$ cat src/rtl/fir_sym_input_stage_if.sv
// fir_sym_input_stage_if
//   Bundles the sample, coefficient-load and product signals of the
//   symmetric FIR input stage.
//   master : drives samples and coefficient traffic, observes products/status
//   slave  : the input stage itself
//   Signals:
//     in_valid, filter_in        sample qualifier and signed sample
//     coef_we, coef_addr,        shadow-bank write port (unique-coefficient index)
//     coef_wdata
//     coef_swap                  request shadow -> active copy
//     coef_busy, swap_ack        swap pending / copy-done pulse
//     products, out_valid        flat per-tap product bus and its qualifier
//     sat_flag                   only with PROD_SAT_EN: some tap saturated
//   Optional feature macro: PROD_SAT_EN
interface fir_sym_input_stage_if #(
    parameter int IN_W   = 10,
    parameter int COEF_W = 10,
    parameter int NTAPS  = 19,
    parameter int PROD_W = 20
);
    localparam int NUNIQ = (NTAPS + 1) / 2;
    localparam int AW    = (NUNIQ > 1) ? $clog2(NUNIQ) : 1;

    logic                     in_valid;
    logic signed [IN_W-1:0]   filter_in;
    logic                     coef_we;
    logic [AW-1:0]            coef_addr;
    logic signed [COEF_W-1:0] coef_wdata;
    logic                     coef_swap;
    logic                     coef_busy;
    logic                     swap_ack;
    logic [NTAPS*PROD_W-1:0]  products;
    logic                     out_valid;

`ifdef PROD_SAT_EN
    logic                     sat_flag;

    modport master (
        output in_valid, filter_in, coef_we, coef_addr, coef_wdata, coef_swap,
        input  coef_busy, swap_ack, products, out_valid, sat_flag
    );
    modport slave (
        input  in_valid, filter_in, coef_we, coef_addr, coef_wdata, coef_swap,
        output coef_busy, swap_ack, products, out_valid, sat_flag
    );
`else
    modport master (
        output in_valid, filter_in, coef_we, coef_addr, coef_wdata, coef_swap,
        input  coef_busy, swap_ack, products, out_valid
    );
    modport slave (
        input  in_valid, filter_in, coef_we, coef_addr, coef_wdata, coef_swap,
        output coef_busy, swap_ack, products, out_valid
    );
`endif
endinterface

$ cat src/rtl/fir_sym_input_stage.sv
// fir_sym_input_stage
//   Input/multiply front end of a transposed-form symmetric FIR. Each accepted
//   sample is registered, then multiplied by the folded coefficient of every
//   tap (tap k uses unique entry min(k, NTAPS-1-k)). The coefficient bank is
//   double buffered: writes go to a shadow bank, a swap request copies it to
//   the active bank on the next enabled edge.
//   Ports:
//     clk, reset      rising-edge clock, synchronous active-high reset
//     clk_enable      global stall; 0 freezes the sample/product pipeline
//     bus (slave)     samples, coefficient load, swap handshake, products
//   Optional feature macro: PROD_SAT_EN
//     defined   -> products saturate to PROD_W, bus.sat_flag reports it
//     undefined -> products wrap to PROD_W

// One tap: full-precision signed multiply, shift, resize, register.
module fir_sym_input_stage_tap #(
    parameter int IN_W   = 10,
    parameter int COEF_W = 10,
    parameter int PROD_W = 20,
    parameter int SHIFT  = 0
) (
    input  logic                     clk,
    input  logic                     reset,
    input  logic                     en,
    input  logic signed [IN_W-1:0]   sample,
    input  logic signed [COEF_W-1:0] coef,
    output logic [PROD_W-1:0]        prod
`ifdef PROD_SAT_EN
    ,
    output logic                     ovf
`endif
);
    localparam int FULL_W = IN_W + COEF_W;

    logic signed [FULL_W-1:0] full;
    logic signed [FULL_W-1:0] shd;
    logic [PROD_W-1:0]        res;

    assign full = FULL_W'(sample) * FULL_W'(coef);
    // Arithmetic shift floors, i.e. truncates toward -inf.
    assign shd  = full >>> SHIFT;

`ifdef PROD_SAT_EN
    if (FULL_W > PROD_W) begin : g_sat
        // Representable iff every bit from the new sign bit upward agrees.
        logic [FULL_W-PROD_W:0] hi;
        assign hi  = shd[FULL_W-1:PROD_W-1];
        assign ovf = !((&hi) || !(|hi));
        assign res = ovf ? {shd[FULL_W-1], {(PROD_W-1){~shd[FULL_W-1]}}}
                         : PROD_W'(shd);
    end else begin : g_fit
        assign ovf = 1'b0;
        assign res = PROD_W'(shd);
    end
`else
    // Size cast sign-extends when widening and keeps the LSBs when narrowing.
    assign res = PROD_W'(shd);
`endif

    always_ff @(posedge clk) begin
        if (reset) begin
            prod <= '0;
        end else if (en) begin
            prod <= res;
        end
    end
endmodule

module fir_sym_input_stage #(
    parameter int IN_W   = 10,
    parameter int COEF_W = 10,
    parameter int NTAPS  = 19,
    parameter int PROD_W = 20,
    parameter int SHIFT  = 0,
    parameter logic [((NTAPS+1)/2)*COEF_W-1:0] COEF_INIT = {
        10'sd258, 10'sd157, -10'sd1, -10'sd40, 10'sd1,
        10'sd13,  10'sd0,   -10'sd3, 10'sd0,   10'sd1
    }
) (
    input  logic                 clk,
    input  logic                 reset,
    input  logic                 clk_enable,
    fir_sym_input_stage_if.slave bus
);
    localparam int NUNIQ  = (NTAPS + 1) / 2;
    localparam int STAGES = 2;

    typedef enum logic {IDLE, PEND} swap_state_t;

    swap_state_t                  state;
    logic [NUNIQ-1:0][COEF_W-1:0] active;
    logic [NUNIQ-1:0][COEF_W-1:0] shadow;
    logic                         coef_busy;
    logic                         swap_ack;
    logic                         wr_ok;

    logic signed [IN_W-1:0]       inputreg;
    logic [STAGES:1]              vld_pipe;
    logic [NTAPS-1:0][PROD_W-1:0] prod_q;

    // Stage 1: sample register loads only on valid; the valid bit always shifts.
    always_ff @(posedge clk) begin
        if (reset) begin
            inputreg <= '0;
            vld_pipe <= '0;
        end else if (clk_enable) begin
            if (bus.in_valid) begin
                inputreg <= bus.filter_in;
            end
            vld_pipe <= {vld_pipe[STAGES-1:1], bus.in_valid};
        end
    end

    assign wr_ok = bus.coef_we && (int'(bus.coef_addr) < NUNIQ);

    // Swap FSM and both banks. Shadow writes ignore clk_enable; the copy
    // waits for an enabled edge so it lines up with a product update.
    always_ff @(posedge clk) begin
        if (reset) begin
            state     <= IDLE;
            coef_busy <= 1'b0;
            swap_ack  <= 1'b0;
            active    <= COEF_INIT;
            shadow    <= COEF_INIT;
        end else begin
            swap_ack <= 1'b0;
            case (state)
                IDLE: begin
                    if (wr_ok) begin
                        shadow[bus.coef_addr] <= bus.coef_wdata;
                    end
                    if (bus.coef_swap) begin
                        state     <= PEND;
                        coef_busy <= 1'b1;
                    end
                end
                PEND: begin
                    if (clk_enable) begin
                        active    <= shadow;
                        state     <= IDLE;
                        coef_busy <= 1'b0;
                        swap_ack  <= 1'b1;
                    end
                end
                default: state <= IDLE;
            endcase
        end
    end

`ifdef PROD_SAT_EN
    logic [NTAPS-1:0] ovf;
    logic             sat_q;
`endif

    // Stage 2: one multiplier per tap reading the active bank. On the copy
    // edge the taps still see the old bank.
    for (genvar k = 0; k < NTAPS; k++) begin : g_tap
        localparam int U = (k < NTAPS - 1 - k) ? k : NTAPS - 1 - k;
        fir_sym_input_stage_tap #(
            .IN_W   (IN_W),
            .COEF_W (COEF_W),
            .PROD_W (PROD_W),
            .SHIFT  (SHIFT)
        ) u_tap (
            .clk    (clk),
            .reset  (reset),
            .en     (clk_enable),
            .sample (inputreg),
            .coef   (active[U]),
            .prod   (prod_q[k])
`ifdef PROD_SAT_EN
            ,
            .ovf    (ovf[k])
`endif
        );
    end

`ifdef PROD_SAT_EN
    always_ff @(posedge clk) begin
        if (reset) begin
            sat_q <= 1'b0;
        end else if (clk_enable) begin
            sat_q <= |ovf;
        end
    end
    assign bus.sat_flag = sat_q;
`endif

    assign bus.products  = prod_q;
    assign bus.out_valid = vld_pipe[STAGES];
    assign bus.coef_busy = coef_busy;
    assign bus.swap_ack  = swap_ack;
endmodule

$ cat src/flat_wrapper.sv
// flat-port wrapper written by rule: the top's interface ports become plain ports
module fir_sym_input_stage_flat 
#(
    parameter int IN_W   = 10,
    parameter int COEF_W = 10,
    parameter int NTAPS  = 19,
    parameter int PROD_W = 20,
    parameter int SHIFT  = 0,
    parameter logic [((NTAPS+1)/2)*COEF_W-1:0] COEF_INIT = {
        10'sd258, 10'sd157, -10'sd1, -10'sd40, 10'sd1,
        10'sd13,  10'sd0,   -10'sd3, 10'sd0,   10'sd1
    }
)
  (clk, reset, clk_enable, bus_in_valid, bus_filter_in, bus_coef_we, bus_coef_addr, bus_coef_wdata, bus_coef_swap, bus_coef_busy, bus_swap_ack, bus_products, bus_out_valid);
  fir_sym_input_stage_if #(.IN_W(IN_W), .COEF_W(COEF_W), .NTAPS(NTAPS), .PROD_W(PROD_W)) bus_i ();
  input  logic clk;
  input  logic reset;
  input  logic clk_enable;
  input wire logic [$bits(bus_i.in_valid)-1:0] bus_in_valid;
  input wire logic [$bits(bus_i.filter_in)-1:0] bus_filter_in;
  input wire logic [$bits(bus_i.coef_we)-1:0] bus_coef_we;
  input wire logic [$bits(bus_i.coef_addr)-1:0] bus_coef_addr;
  input wire logic [$bits(bus_i.coef_wdata)-1:0] bus_coef_wdata;
  input wire logic [$bits(bus_i.coef_swap)-1:0] bus_coef_swap;
  output wire logic [$bits(bus_i.coef_busy)-1:0] bus_coef_busy;
  output wire logic [$bits(bus_i.swap_ack)-1:0] bus_swap_ack;
  output wire logic [$bits(bus_i.products)-1:0] bus_products;
  output wire logic [$bits(bus_i.out_valid)-1:0] bus_out_valid;
  assign bus_i.in_valid = bus_in_valid;
  assign bus_i.filter_in = bus_filter_in;
  assign bus_i.coef_we = bus_coef_we;
  assign bus_i.coef_addr = bus_coef_addr;
  assign bus_i.coef_wdata = bus_coef_wdata;
  assign bus_i.coef_swap = bus_coef_swap;
  assign bus_coef_busy = bus_i.coef_busy;
  assign bus_swap_ack = bus_i.swap_ack;
  assign bus_products = bus_i.products;
  assign bus_out_valid = bus_i.out_valid;
  fir_sym_input_stage #(.IN_W(IN_W), .COEF_W(COEF_W), .NTAPS(NTAPS), .PROD_W(PROD_W), .SHIFT(SHIFT), .COEF_INIT(COEF_INIT)) u_core (.clk(clk), .reset(reset), .clk_enable(clk_enable), .bus(bus_i));
endmodule
$ cat config.mk
export PLATFORM = sky130hd
export DESIGN_NAME = fir_sym_input_stage_flat
export DESIGN_NICKNAME = d
export VERILOG_FILES = /design/src/rtl/fir_sym_input_stage_if.sv /design/src/rtl/fir_sym_input_stage.sv /design/src/flat_wrapper.sv
export SDC_FILE = /design/constraint.sdc
export NUM_CORES = 2
export LEC_CHECK = 0
export ABC_AREA = 1
export BUFFER_PORTS_ARGS = -buffer_cell sky130_fd_sc_hd__buf_2
export CAP_MARGIN = 20
export CELL_PAD_IN_SITES_DETAIL_PLACEMENT = 1
export CELL_PAD_IN_SITES_GLOBAL_PLACEMENT = 2
export CORE_ASPECT_RATIO = 0.9
export CORE_MARGIN = 2
export CORE_UTILIZATION = 40
export CTS_CLUSTER_DIAMETER = 30
export DETAILED_ROUTE_END_ITERATION = 10
export PLACE_DENSITY_LB_ADDON = 0.1
export SYNTH_ARGS = -nofsm -noshare
export SYNTH_HDL_FRONTEND = slang
export SYNTH_SLANG_ARGS = --single-unit
$ cat constraint.sdc
create_clock -name clk -period 14.22 [get_ports clk]
set_input_delay 2.844 -clock clk [delete_from_list [all_inputs] [get_ports clk]]
set_output_delay 2.844 -clock clk [all_outputs]
set_load 0.05 [all_outputs]
==> metrics.md <==
| Metric | Value |
|---|---|
| Max-slew headroom | `26.1%` |
| Sequential-to-total area share from yosys stat | `14.1%` |
| DR pass1 iterations | `5` |
| CP Max Fanout | `57` |
| DRC errors left | `0` |
| Final Hold Viols | `0` |
| Core Rows | `133` |
| Min Clock Period, post-route | `6.19 ns` |
| Ratio of cells with drive above 1 in the final layout | `8.78%` |
| Vias per inst | `4.78` |
| Static leakage | `39.3 nW` |
| Post-CTS Hold Fix Bufs | `0` |
| Pins Over Slew Limit | `0` |
| Crit path arrival time | `6.80 ns` |
| Crit share post-route | `43.5%` |
| First DRT Iteration DRCs | `2149` |
| Sink Count | `415` |
| Largest net degree at the start of global routing | `69` |
| Max Clock Freq | `162 MHz` |
| Clock-pin slew on the worst setup and hold paths | `0.05 ns` |
| Min-delay worst type | `flip-flop to flip-flop` |
| NumNets Final | `9482` |
| Worst-skew pair later-pin latency | `0.75 ns` |
| Die Y | `368 um` |
| Antenna Nets Post-Route | `0` |
| Syn-to-layout area delta | `11.4%` |
| Die area | `150000 um^2` |
| Layout Skew | `0.0345 ns` |
| GRT overflow | `0` |
| Die W | `408 um` |
| Max clock buf depth | `3` |
| Dpl cells | `9885` |
| Top_reg_cell synth | `dfxtp_1` |
| Fin Setup TNS | `0 ns` |
| Post-route cell area | `65600 um^2` |
| Number of port buffers | `412` |
| Core Area | `146000 um^2` |
| Startpoint Class | `flip-flop` |
| Slew @ Worst Pin | `1.11 ns` |
| Vias in the first global route | `52.6k` |
| Routed vias | `48.3k` |
| Initial antenna violation count | `12` |
| Cell Count, Final, Fillers Out | `10.1k` |
| Worst EP required | `14.84 ns` |
| Fraction of registers with async set/reset | `0%` |
| Pwr dens | `127 nW/um^2` |
| Syn_nets | `9418` |
| Root buf cell | `clkbuf_16` |
| H-tree depth | `3` |
| Nature of the critical path endpoint | `flip-flop` |
| Ys Warns | `0` |
| Initial Utilization | `40.3%` |
| Distinct cells, synth | `44` |
| RSZ-0062 raised after global routing | `false` |
| Post-synth EDFFs | `0` |
| Routed len/inst | `17.3 um` |
| Post-CTS setup buffers | `0` |
| Mean post-synth cell area | `7.37 um^2` |
| Synthesized area | `58900 um^2` |
| Placer Congestion | `0.844` |
| Placement Cell Area | `61000 um^2` |
| Critical path class | `flip-flop to flip-flop` |
| Inserted Clock Buffers | `121` |
| Endpoints failing setup | `0` |
| Syn Inst Count | `7988` |
| First-pass GRT wire length | `288000 um` |
| HPWL after DPL | `135000 um` |
| Post-Route WL | `175000 um` |
| GRT Util Overall | `23.9%` |
| Status | `complete, no violations` |
| CTS resizes | `0` |
| I/O Pins | `413` |
| CTS tree | `done` |
| Register bit count reported by yosys | `415` |
| Worst ir drop on vdd | `0.000124 V` |
| Max-Cap Viols | `0` |
## Yosys cell counts (3+ instances only)
master | count | area, um^2
a21o_1 | 12 | 90.1
a21oi_1 | 271 | 1360
a21oi_2 | 3 | 26.3
a22o_1 | 13 | 114
a22oi_1 | 3 | 22.5
and2_1 | 8 | 50.1
buf_1 | 12 | 45.0
buf_2 | 45 | 225
buf_4 | 192 | 1440
buf_6 | 4 | 45.0
clkbuf_1 | 249 | 935
clkinv_1 | 11 | 41.3
dfxtp_1 | 415 | 8310
fa_1 | 910 | 18200
ha_1 | 490 | 6130
inv_1 | 2154 | 8090
inv_2 | 9 | 33.8
nand2_1 | 1729 | 6490
nand2_2 | 8 | 50.1
nand3_1 | 259 | 1300
nand3_2 | 4 | 40.0
nand3b_1 | 21 | 158
nand4_1 | 11 | 68.8
nor2_1 | 623 | 2340
nor2_2 | 5 | 31.3
nor2_4 | 5 | 56.3
nor3_1 | 10 | 50.1
o211ai_1 | 15 | 113
o21a_1 | 7 | 52.6
o21ai_0 | 312 | 1560
o21ai_1 | 11 | 55.1
o21bai_1 | 6 | 45.0
o22a_1 | 19 | 166
o22ai_1 | 7 | 43.8
or2_0 | 3 | 18.8
or2_1 | 18 | 113
or2_2 | 4 | 25.0
xnor2_1 | 33 | 289
xor2_1 | 72 | 631
## final timing paths
check,depth (start not counted),slack (ns),end,startpoint
max,22,8.03,u_core.g_tap[0].u_tap.prod[13],u_core.inputreg[7]
min,2,0.44,u_core.active[90],u_core.shadow[90]
max reg2reg,22,8.03,u_core.g_tap[0].u_tap.prod[13],u_core.inputreg[7]
min reg2reg,2,0.44,u_core.active[90],u_core.shadow[90]
## cell families after synthesis
logic type	Yosys count	synth area share, %
buffers and inverters	2677	18.4
xor gates and xnor gates	105	1.56
adders and majority gates	1400	41.3
and+or+nand+nor	2709	18.3
AOI/OAI and AO/OA	682	6.23
DFF	415	14.1
## per-layer routing
layer / vias to the layer above / global-route usage, % / part of all wire, %
met5: - / 0 / 0.015
met4: 6 / 4.61 / 1.8
met3: 185 / 3.63 / 4.4
met2: 768 / 38.5 / 45
met1: 24200 / 34.0 / 49
li1: 23200 / - / -
## power breakdown
group	switching [mW]	internal, mW	leakage, nW
clock network	0.900	2.18	2.22
registers	0.109	1.26	3.40
logic	2.63	1.25	33.7
## worst max-delay path: stages (launching register included)
cell and delay [ns]:
dfxtp_4 0.78, buf_4 0.81, nand2_1 0.17, fa_1 0.58, inv_1 0.06, fa_1 0.50
inv_1 0.06, fa_1 0.54, inv_1 0.07, fa_1 0.49, inv_1 0.05, fa_1 0.48
inv_1 0.04, ha_1 0.34, nand2_1 0.09, nand2_1 0.07, a21oi_1 0.21, nand2_2 0.12
a21oi_1 0.16, or2_1 0.12, nand3_1 0.06, nand2_1 0.10, inv_1 0.04
## through the flow
stage / total power [mW] / hold WS [ns] / utilization [%] / setup slack, ns
after floorplan: 4.41 / 0.421 / - / 9.32
final: 8.33 / 0.442 / 44.9 / 8.03
after CTS: 8.49 / 0.436 / 44.9 / 7.99
after global placement: 5.27 / 0.433 / 41.8 / 8.13
after detailed placement: 5.33 / 0.443 / 41.8 / 8.04
after global routing: 9.06 / 0.457 / 44.9 / 7.51
## placed cells by master, fill, tap and decap left out, types with 11 or more instances in the layout
cell type,instances
or2_1,18
a21o_1,12
clkinv_1,11
bufinv_16,30
o21ai_1,11
o22a_1,19
clkinv_2,22
inv_1,2153
clkbuf_8,15
buf_4,31
nand2_1,1729
dfxtp_1,405
fa_1,910
a22o_1,13
nor2_1,623
a21oi_1,271
xnor2_1,33
o211ai_1,15
nand3b_1,21
clkbuf_16,122
buf_2,410
nand3_1,259
o21ai_0,312
xor2_1,72
clkinvlp_4,15
ha_1,490
nand4_1,11
## flip-flops by register name, indices dropped and copies added (netlist names)
| register | flops |
|---|---|
| u_core.g_tap.u_tap.prod | 200 |
| u_core.active | 100 |
| u_core.shadow | 100 |
| u_core.inputreg | 10 |
| u_core.vld_pipe | 2 |
| u_core.bus.coef_busy | 1 |
| u_core.bus.swap_ack | 1 |
| u_core.state | 1 |
## final cells by class
class | instances | area [um^2]
Antenna cell | 4 | 10.0
Clock buffer | 146 | 3290
Clock inverter | 84 | 1310
Fill cell | 18300 | 80500
Inverter | 2174 | 8170
Multi-Input combinational cell | 4896 | 39700
Sequential cell | 415 | 8350
Tap cell | 1957 | 2450
Timing Repair Buffer | 444 | 2330
Note: power is estimated with default switching activity, not from simulation.
